**config.mk**
```make
export PLATFORM = sky130hd
export DESIGN_NAME = sqrt_scheduler
export DESIGN_NICKNAME = d
export VERILOG_FILES = /design/src/rtl/sqrt_sched_pkg.sv /design/src/rtl/sqrt_rr_arbiter.sv /design/src/rtl/sqrt_scheduler.sv
export SDC_FILE = /design/constraint.sdc
export NUM_CORES = 1
export LEC_CHECK = 0
export ABC_CLOCK_PERIOD_IN_PS = 1800
export BUFFER_PORTS_ARGS = -buffer_cell sky130_fd_sc_hd__buf_2
export CORE_MARGIN = 2
export CORE_UTILIZATION = 30
export DETAILED_ROUTE_END_ITERATION = 16
export PLACE_DENSITY = 0.51
export SYNTH_ARGS = -nofsm -noshare
export SYNTH_HDL_FRONTEND = slang
export SYNTH_SLANG_ARGS = --single-unit
```
**constraint.sdc**
```tcl
create_clock -name clk -period 1.8 [get_ports clk]
set_input_delay 0.18 -clock clk [delete_from_list [all_inputs] [get_ports clk]]
set_output_delay 0.18 -clock clk [all_outputs]
set_load 0.01 [all_outputs]
```
**src/rtl/sqrt_sched_pkg.sv**
```systemverilog
// Shared types for the square-root scheduler: FSM state encoding and index-width helper.
package sqrt_sched_pkg;

  typedef enum logic [1:0] {
    IDLE   = 2'd0,
    LAUNCH = 2'd1,
    WAIT   = 2'd2,
    RESP   = 2'd3
  } state_t;

  function automatic int idx_w(input int n);
    return (n > 1) ? $clog2(n) : 1;
  endfunction

endpackage

```
**src/rtl/sqrt_rr_arbiter.sv**
```systemverilog
// Combinational round-robin arbiter: first set request at or above ptr_i, wrapping.
module sqrt_rr_arbiter
  import sqrt_sched_pkg::*;
#(
  parameter  int NREQ = 4,
  localparam int IDXW = idx_w(NREQ)
) (
  input  logic [NREQ-1:0] req_i,
  input  logic [IDXW-1:0] ptr_i,
  output logic [NREQ-1:0] grant_o,
  output logic [IDXW-1:0] grant_idx_o,
  output logic            any_valid_o
);

  logic [IDXW-1:0] w_cand [NREQ];

  // w_cand[k] is the requester index visited k steps after the pointer
  generate
    for (genvar gi = 0; gi < NREQ; gi++) begin : g_cand
      logic [IDXW:0] w_sum;
      assign w_sum = {1'b0, ptr_i} + (IDXW+1)'(gi);
      assign w_cand[gi] = (w_sum >= (IDXW+1)'(NREQ)) ?
                          IDXW'(w_sum - (IDXW+1)'(NREQ)) : w_sum[IDXW-1:0];
    end
  endgenerate

  always_comb begin
    grant_idx_o = '0;
    any_valid_o = 1'b0;
    grant_o     = '0;
    for (int k = NREQ - 1; k >= 0; k--) begin
      if (req_i[w_cand[k]]) begin
        grant_idx_o = w_cand[k];
        any_valid_o = 1'b1;
      end
    end
    if (any_valid_o) grant_o[grant_idx_o] = 1'b1;
  end

endmodule

```
**src/rtl/sqrt_scheduler.sv**
```systemverilog
// Round-robin scheduler sharing one external square-root core among NREQ requesters,
// with a watchdog on core completion and a valid/ready tagged response channel.
module sqrt_scheduler
  import sqrt_sched_pkg::*;
#(
  parameter  int NREQ    = 4,
  parameter  int WIDTH   = 8,
  parameter  int TIMEOUT = 255,
  localparam int IDXW    = idx_w(NREQ),
  localparam int RW      = WIDTH / 2
) (
  input  logic                  clk,
  input  logic                  rst,
  input  logic [NREQ-1:0]       req_valid_i,
  input  logic [NREQ*WIDTH-1:0] req_data_i,
  output logic [NREQ-1:0]       req_ready_o,
  output logic                  rsp_valid_o,
  input  logic                  rsp_ready_i,
  output logic [IDXW-1:0]       rsp_id_o,
  output logic [RW-1:0]         rsp_root_o,
  output logic                  rsp_err_o,
  output logic                  sqrt_start_o,
  output logic [WIDTH-1:0]      sqrt_operand_o,
  input  logic                  sqrt_done_i,
  input  logic [RW-1:0]         sqrt_root_i,
  output logic                  busy_o
);

  localparam int WDW = $clog2(TIMEOUT + 1);
  localparam logic [WDW-1:0] WD_LAST = WDW'(TIMEOUT - 1);
  localparam logic [WDW-1:0] WD_MAX  = WDW'(TIMEOUT);

  state_t           r_state;
  logic [IDXW-1:0]  r_rr_ptr;
  logic [WIDTH-1:0] r_op;
  logic [IDXW-1:0]  r_id;
  logic [RW-1:0]    r_root;
  logic             r_err;
  logic [WDW-1:0]   r_wd;
  logic             r_start;
  logic             r_rsp_valid;

  logic [NREQ-1:0]  w_grant;
  logic [IDXW-1:0]  w_gidx;
  logic             w_any;
  logic [WIDTH-1:0] w_sel_data;
  logic [IDXW-1:0]  w_next_ptr;

  sqrt_rr_arbiter #(.NREQ(NREQ)) u_arb (
    .req_i       (req_valid_i),
    .ptr_i       (r_rr_ptr),
    .grant_o     (w_grant),
    .grant_idx_o (w_gidx),
    .any_valid_o (w_any)
  );

  assign w_sel_data = req_data_i[w_gidx*WIDTH +: WIDTH];
  assign w_next_ptr = (r_id == IDXW'(NREQ - 1)) ? '0 : r_id + 1'b1;

  // Gated by rst so the accept strobe is silent while reset is held
  assign req_ready_o    = (r_state == IDLE && !rst) ? w_grant : '0;
  assign rsp_valid_o    = r_rsp_valid;
  assign rsp_id_o       = r_id;
  assign rsp_root_o     = r_root;
  assign rsp_err_o      = r_err;
  assign sqrt_start_o   = r_start;
  assign sqrt_operand_o = r_op;
  assign busy_o         = (r_state != IDLE);

  always_ff @(posedge clk or posedge rst) begin
    if (rst) begin
      r_state     <= IDLE;
      r_rr_ptr    <= '0;
      r_op        <= '0;
      r_id        <= '0;
      r_root      <= '0;
      r_err       <= 1'b0;
      r_wd        <= '0;
      r_start     <= 1'b0;
      r_rsp_valid <= 1'b0;
    end else begin
      case (r_state)
        IDLE: begin
          r_start <= 1'b0;
          if (w_any) begin
            r_op    <= w_sel_data;
            r_id    <= w_gidx;
            r_start <= 1'b1;
            r_state <= LAUNCH;
          end
        end
        LAUNCH: begin
          r_start <= 1'b0;
          r_wd    <= '0;
          r_state <= WAIT;
        end
        WAIT: begin
          if (r_wd != WD_MAX) r_wd <= r_wd + 1'b1;
          // Completion takes priority over a coincident watchdog expiry
          if (sqrt_done_i) begin
            r_root      <= sqrt_root_i;
            r_err       <= 1'b0;
            r_rsp_valid <= 1'b1;
            r_state     <= RESP;
          end else if (r_wd == WD_LAST) begin
            r_root      <= '0;
            r_err       <= 1'b1;
            r_rsp_valid <= 1'b1;
            r_state     <= RESP;
          end
        end
        RESP: begin
          if (rsp_ready_i) begin
            r_rr_ptr    <= w_next_ptr;
            r_rsp_valid <= 1'b0;
            r_state     <= IDLE;
          end
        end
        default: r_state <= IDLE;
      endcase
    end
  end

endmodule

```
== After elaboration in Yosys (flattened, before gate mapping) ==
Index checks and enable logic that the tools add are counted.

* $add $sub $neg: 9
* Order comparisons: 10
* Equal/unequal tests: 10
* Shifts and indexed selects: 1
* Mux-type cells: 41
* Reduce and logical (&&, ||, !) cells: 15

{| class="wikitable"
|+ Operators with widths
! kind !! number
|-
| $shiftx A32 B6 Y8 || 1
|-
| $mux W2 || 13
|-
| $mux W4 || 4
|-
| $pmux W8 S2 || 1
|-
| $lt A2 B3 Y1 const B || 5
|-
| $mux W1 || 14
|-
| $reduce_bool A2 Y1 || 5
|-
| $ge A3 B3 Y1 const B || 3
|-
| $add A8 B1 Y8 const B || 1
|-
| $bmux W1 S2 || 4
|-
| $eq A8 B8 Y1 const B || 1
|-
| $mux W8 || 1
|-
| $ne A8 B8 Y1 const B || 1
|-
| $pmux W2 S4 || 1
|-
| $reduce_and A2 Y1 || 4
|-
| $sub A2 B1 Y2 const B || 4
|-
| $add A2 B2 Y3 const B || 2
|-
| $eq A2 B2 Y1 const B || 3
|-
| $reduce_and A3 Y1 || 2
|-
| $ne A2 B2 Y1 const B || 2
|-
| $pmux W1 S2 || 2
|-
| $add A2 B1 Y3 const B || 1
|-
| $ge A2 B3 Y1 const B || 1
|-
| $ne A3 B3 Y1 const B || 1
|-
| other kinds (8) || 9
|}

* Flip-flop bits (word level): 29
* Input bits: 44
* Output and inout port bits: 22
* Logic and storage cells: 95

== Logic depth before layout (Yosys ltp) ==
* Depth in word-level cells: 15
* Depth in mapped cells: 7

== Cells and area by module ==
A second synthesis with hierarchy kept.

* Cell total of the unflattened synthesis: 180
* Area total of the unflattened synthesis: 1949.4 µm²

{| class="wikitable"
|+ By module, submodules not included
! module !! instances !! cells each !! area an instance (µm²) !! seq. area each (µm²)
|-
| sqrt_scheduler || 1 || 147 || 1737.9 || 725.7
|-
| sqrt_rr_arbiter || 1 || 33 || 211.5 || 0.0
|}

== Worst setup path before layout ==
OpenSTA, ideal clock, no wires.

* Path kind: register -> output
* Start point: register r_rr_ptr[1]
* End point: output req_ready_o[3]
* Arrival: 1.698 ns
* Data required time: 1.620 ns
* Slack: -0.078 ns
* Cell stages (with the launch flop): 7
* Cells stage by stage: dfrtp_1 -> buf_6 -> mux2i_4 -> nor2_4 -> a311o_4 -> buf_6 -> nor4_1

* Cells in the longest elaborated chain, start to end: 15
* Elaborated cells on any way between the ends: 38

{| class="wikitable"
|+ RTL lines
! element !! line !! RTL
|-
| start, declared || sqrt_scheduler.sv:34 || <nowiki>logic [IDXW-1:0] r_rr_ptr;</nowiki>
|-
| start signal, assigned || sqrt_scheduler.sv:114 || <nowiki>r_rr_ptr <= w_next_ptr;</nowiki>
|-
| $add A2 B2 Y3 || sqrt_rr_arbiter.sv:21 || <nowiki>assign w_sum = {1'b0, ptr_i} + (IDXW+1)'(gi);</nowiki>
|-
| $ge A3 B3 Y1 / $sub A2 B1 Y2 (equally long branches) || sqrt_rr_arbiter.sv:22, sqrt_rr_arbiter.sv:23 ||
|-
| $mux W2 || sqrt_rr_arbiter.sv:22 || <nowiki>assign w_cand[gi] = (w_sum >= (IDXW+1)'(NREQ)) ?</nowiki>
|-
| $bmux W1 S2 || sqrt_rr_arbiter.sv:32 || <nowiki>if (req_i[w_cand[k]]) begin</nowiki>
|-
| $mux W1 (implied by the code) || sqrt_rr_arbiter.sv:32 ||
|-
| $mux W2 (4 in a row) || sqrt_rr_arbiter.sv:32 ||
|-
| $lt A2 B3 Y1 (implied by the code) / $ge A2 B1 Y1 (equally long branches) || sqrt_rr_arbiter.sv:37 || <nowiki>if (any_valid_o) grant_o[grant_idx_o] = 1'b1;</nowiki>
|-
| $logic_and A1 B1 Y1 (implied by the code) || sqrt_rr_arbiter.sv:37 ||
|-
| $mux W1 (implied by the code) || sqrt_rr_arbiter.sv:37 ||
|-
| $demux W1 S2 || n/a ||
|-
| $mux W4 * || sqrt_rr_arbiter.sv:37 ||
|-
| $mux W4 * || sqrt_scheduler.sv:61 || <nowiki>assign req_ready_o = (r_state == IDLE && !rst) ? w_grant : '0;</nowiki>
|-
| end, declared || sqrt_scheduler.sv:16 || <nowiki>output logic [NREQ-1:0] req_ready_o,</nowiki>
|}

Every way passes the cells marked *; elsewhere a longest branch is shown, timed or not. The select of a mux whose other input is x is not followed.

== Worst setup path in the final report ==
* Start point: register r_rr_ptr[1]
* End point: output req_ready_o[2]

Same word-level chain as after synthesis.

==> metrics.yaml <==
status: "complete, but fails checks"
violations: "setup timing"
clockBufferDepth: 2
worstHoldPathType: "input pin to asynchronous set/reset pin"
maxCapViolations: 0
holdBufCountCts: 0
ys_seq_area_share_pct: 40.8
synth_top_area_share_pct: 40.8
syn_nets: 234
leakage_nw: 1.21
register_area_um2: 727
fmax_mhz: 519
synth_area_leaders: "dfrtp_1 41%, nand2_1 5.9%, a211oi_2 5.6%, ha_1 4.9%, mux2i_1 4.5%"
maxSlewHeadroom_pct: 74.0
grt_pass1_wl_um: 7580
fillCellCount: 626
synthToLayoutAreaGrowth_pct: 38.9
r2r_cells: 8
clock_skew_ps: 3.36
nets: 323
powerDensity_nw_per_um2: 1460
synth_edf_count: 0
grt_pass1_vias: 1629
rsz0062_at_grt: "true"
synth_warnings: 0
startpoint_type: "flop"
cts_buffers: 5
min_period_ps: 1930
finalPower_mw: 3.61
multi_input_area_um2: 1010
cp.required_ps: 1620
endpoint_kind: "output pin"
diodes: 0
syn_area_um2: 1780
dieArea_um2: 6560
clock-root-buffer: "clkbuf_8"
cts.sinks: 29
yosys-top-cells-count: "29 x dfrtp_1, 28 x nand2_1, 13 x nor2_1, 12 x nor3_1"
via_per_inst: 4.72
dp_hpwl_um: 3410
yosysMostFrequentCell: "dfrtp_1"
path_clk_slew_ps: 60
setup_viol: 12
port_buffers: 65
period_share_pct: 107
syn_inst: 183
postLayoutCellArea_um2: 2470
fin_ws_ps: -127
dpl_cell_area_um2: 2320
maxSlewViolCount: 0
hold_viol: 0
worstMarginPinSlew_ps: 391
final_antenna_net_count: 0
vias: 1639
crit_type: "flop to output pin"
htree_levels: 2
finalWeightedCongestion: 0.774
grt_max_degree: 30
ys_ff_latch: 29
r2r-start: "r_rr_ptr[1]"
core-area_um2: 5820
start_util_pct: 30.6
clk_latency_ps: 270
firstDrtPassIters: 4
worstPathArrival_ps: 1750
dieWidth_um: 81.0
drt_iter0_markers: 72
gr-usage-all-layers_pct: 15.0
antenna_found_initial: 0
netlist-cell-type-count: 44
drive_gt1_share_pct: 42.3
overflow: 0
ir_drop_v: 0.000505
post-route-drc-count: 0
rows: 28
avgSynthCellArea_um2: 9.72
cts_tree: "yes"
fp.dieH_um: 81.0
crit_fanout: 6
synth_top_area_cell: "dfrtp_1"
rr_endpoint: "sqrt_operand_o[2]"
rrSetupSlack_ps: -90
postRouteWirelength_um: 4490
synthArstFlopShare_pct: 100
post_drt_wl_per_cell_um: 12.9
synthFlopType: "dfrtp_1"
io_pins: 66
## routing by layer
metal | wire length [um] | vias up | track usage, %
li1 | - | 846 | -
met1 | 2120 | 749 | 20.2
met2 | 2060 | 38 | 22.9
met3 | 239 | 6 | 3.67
met4 | 67 | 0 | 6.27
met5 | 0 | - | 0
## sequential cells by signal, summed over array words and instances, names as in the netlist
register        flops
r_wd                8
r_state             2
sqrt_operand_o      8
rsp_err_o           1
rsp_valid_o         1
r_rr_ptr            2
rsp_root_o          4
rsp_id_o            2
sqrt_start_o        1
## placed cells by master, fill, tap and decap left out, types with 2 or more instances in the layout
| cell | n |
|---|---|
| a211oi_1 | 9 |
| a211oi_2 | 8 |
| a21oi_1 | 3 |
| buf_12 | 3 |
| buf_2 | 65 |
| buf_4 | 18 |
| clkbuf_8 | 6 |
| dfrtp_1 | 28 |
| ha_1 | 7 |
| inv_1 | 9 |
| mux2i_1 | 8 |
| nand2_1 | 28 |
| nand2b_1 | 3 |
| nand3_1 | 9 |
| nor2_1 | 13 |
| nor2_2 | 2 |
| nor2b_1 | 3 |
| nor3_1 | 11 |
| o21ai_0 | 6 |
| o311ai_0 | 2 |
| o31ai_1 | 2 |
| xnor2_1 | 2 |
## worst max path at each step
stage	startpoint	endpoint	slack (ps)	cells past startpoint
final	r_rr_ptr[1]	req_ready_o[2]	-130	6
after global routing	r_rr_ptr[1]	req_ready_o[3]	-230	6
after CTS	r_rr_ptr[1]	req_ready_o[3]	-120	6
after detailed placement	r_rr_ptr[1]	sqrt_operand_o[2]	-50	6
after global placement	r_rr_ptr[1]	sqrt_operand_o[4]	30	6
after floorplan	r_state[0]	req_ready_o[1]	20	6
## metrics by stage
stage                     hold WS [ps]  std cells  worst slack (ps)  utilization [%]  TNS (ps)
after global routing               110        347              -229             42.5     -2330
final                             70.7        347              -127             42.5      -984
after floorplan                    263        183              19.3                -         0
after detailed placement           347        335             -50.9             39.8     -88.8
after CTS                         50.5        347              -120             42.3      -887
after global placement             337        335              31.4             39.8         0
## final cells by class
cell class / instances / area share [%]
Multi-Input combinational cell: 141 / 40.9
Sequential cell: 29 / 29.4
Timing Repair Buffer: 86 / 21.1
Tap cell: 75 / 3.80
Clock buffer: 7 / 3.49
Inverter: 9 / 1.37
## power by group
group	internal [mW]	total, mW	switching (mW)
Sequential	0.924	1.12	0.192
Clock	0.303	0.534	0.232
Combinational	0.938	1.96	1.02
## critical path, cell delays in order, from the launching register on
cell	delay [ps]
dfrtp_2	410
buf_12	110
mux2i_4	230
nor2_4	50
a311o_4	360
and3_1	180
buf_2	130
## what timing repair did
| action | in CTS | in global routing |
|---|---|---|
| endpoints found under the setup margin | 10 | 12 |
| buffers inserted | 5 | 0 |
| pin swaps | 11 | 0 |
| resized for setup | 3 | 1 |
## cells by family (layout without fill, tap and decap cells)
kind of cell / count (synthesis) / after routing / share of synthesized area, %
adders and majority gates: 7 / 7 / 4.92
buffers and inverters: 13 / 102 / 4.01
xor gates and xnor gates: 3 / 3 / 1.48
AOI/OAI and AO/OA: 41 / 41 / 20.2
DFF: 29 / 29 / 40.8
and+or+nand+nor: 80 / 80 / 22.2
muxes: 10 / 10 / 6.40
(Power assumes the default switching activity.)
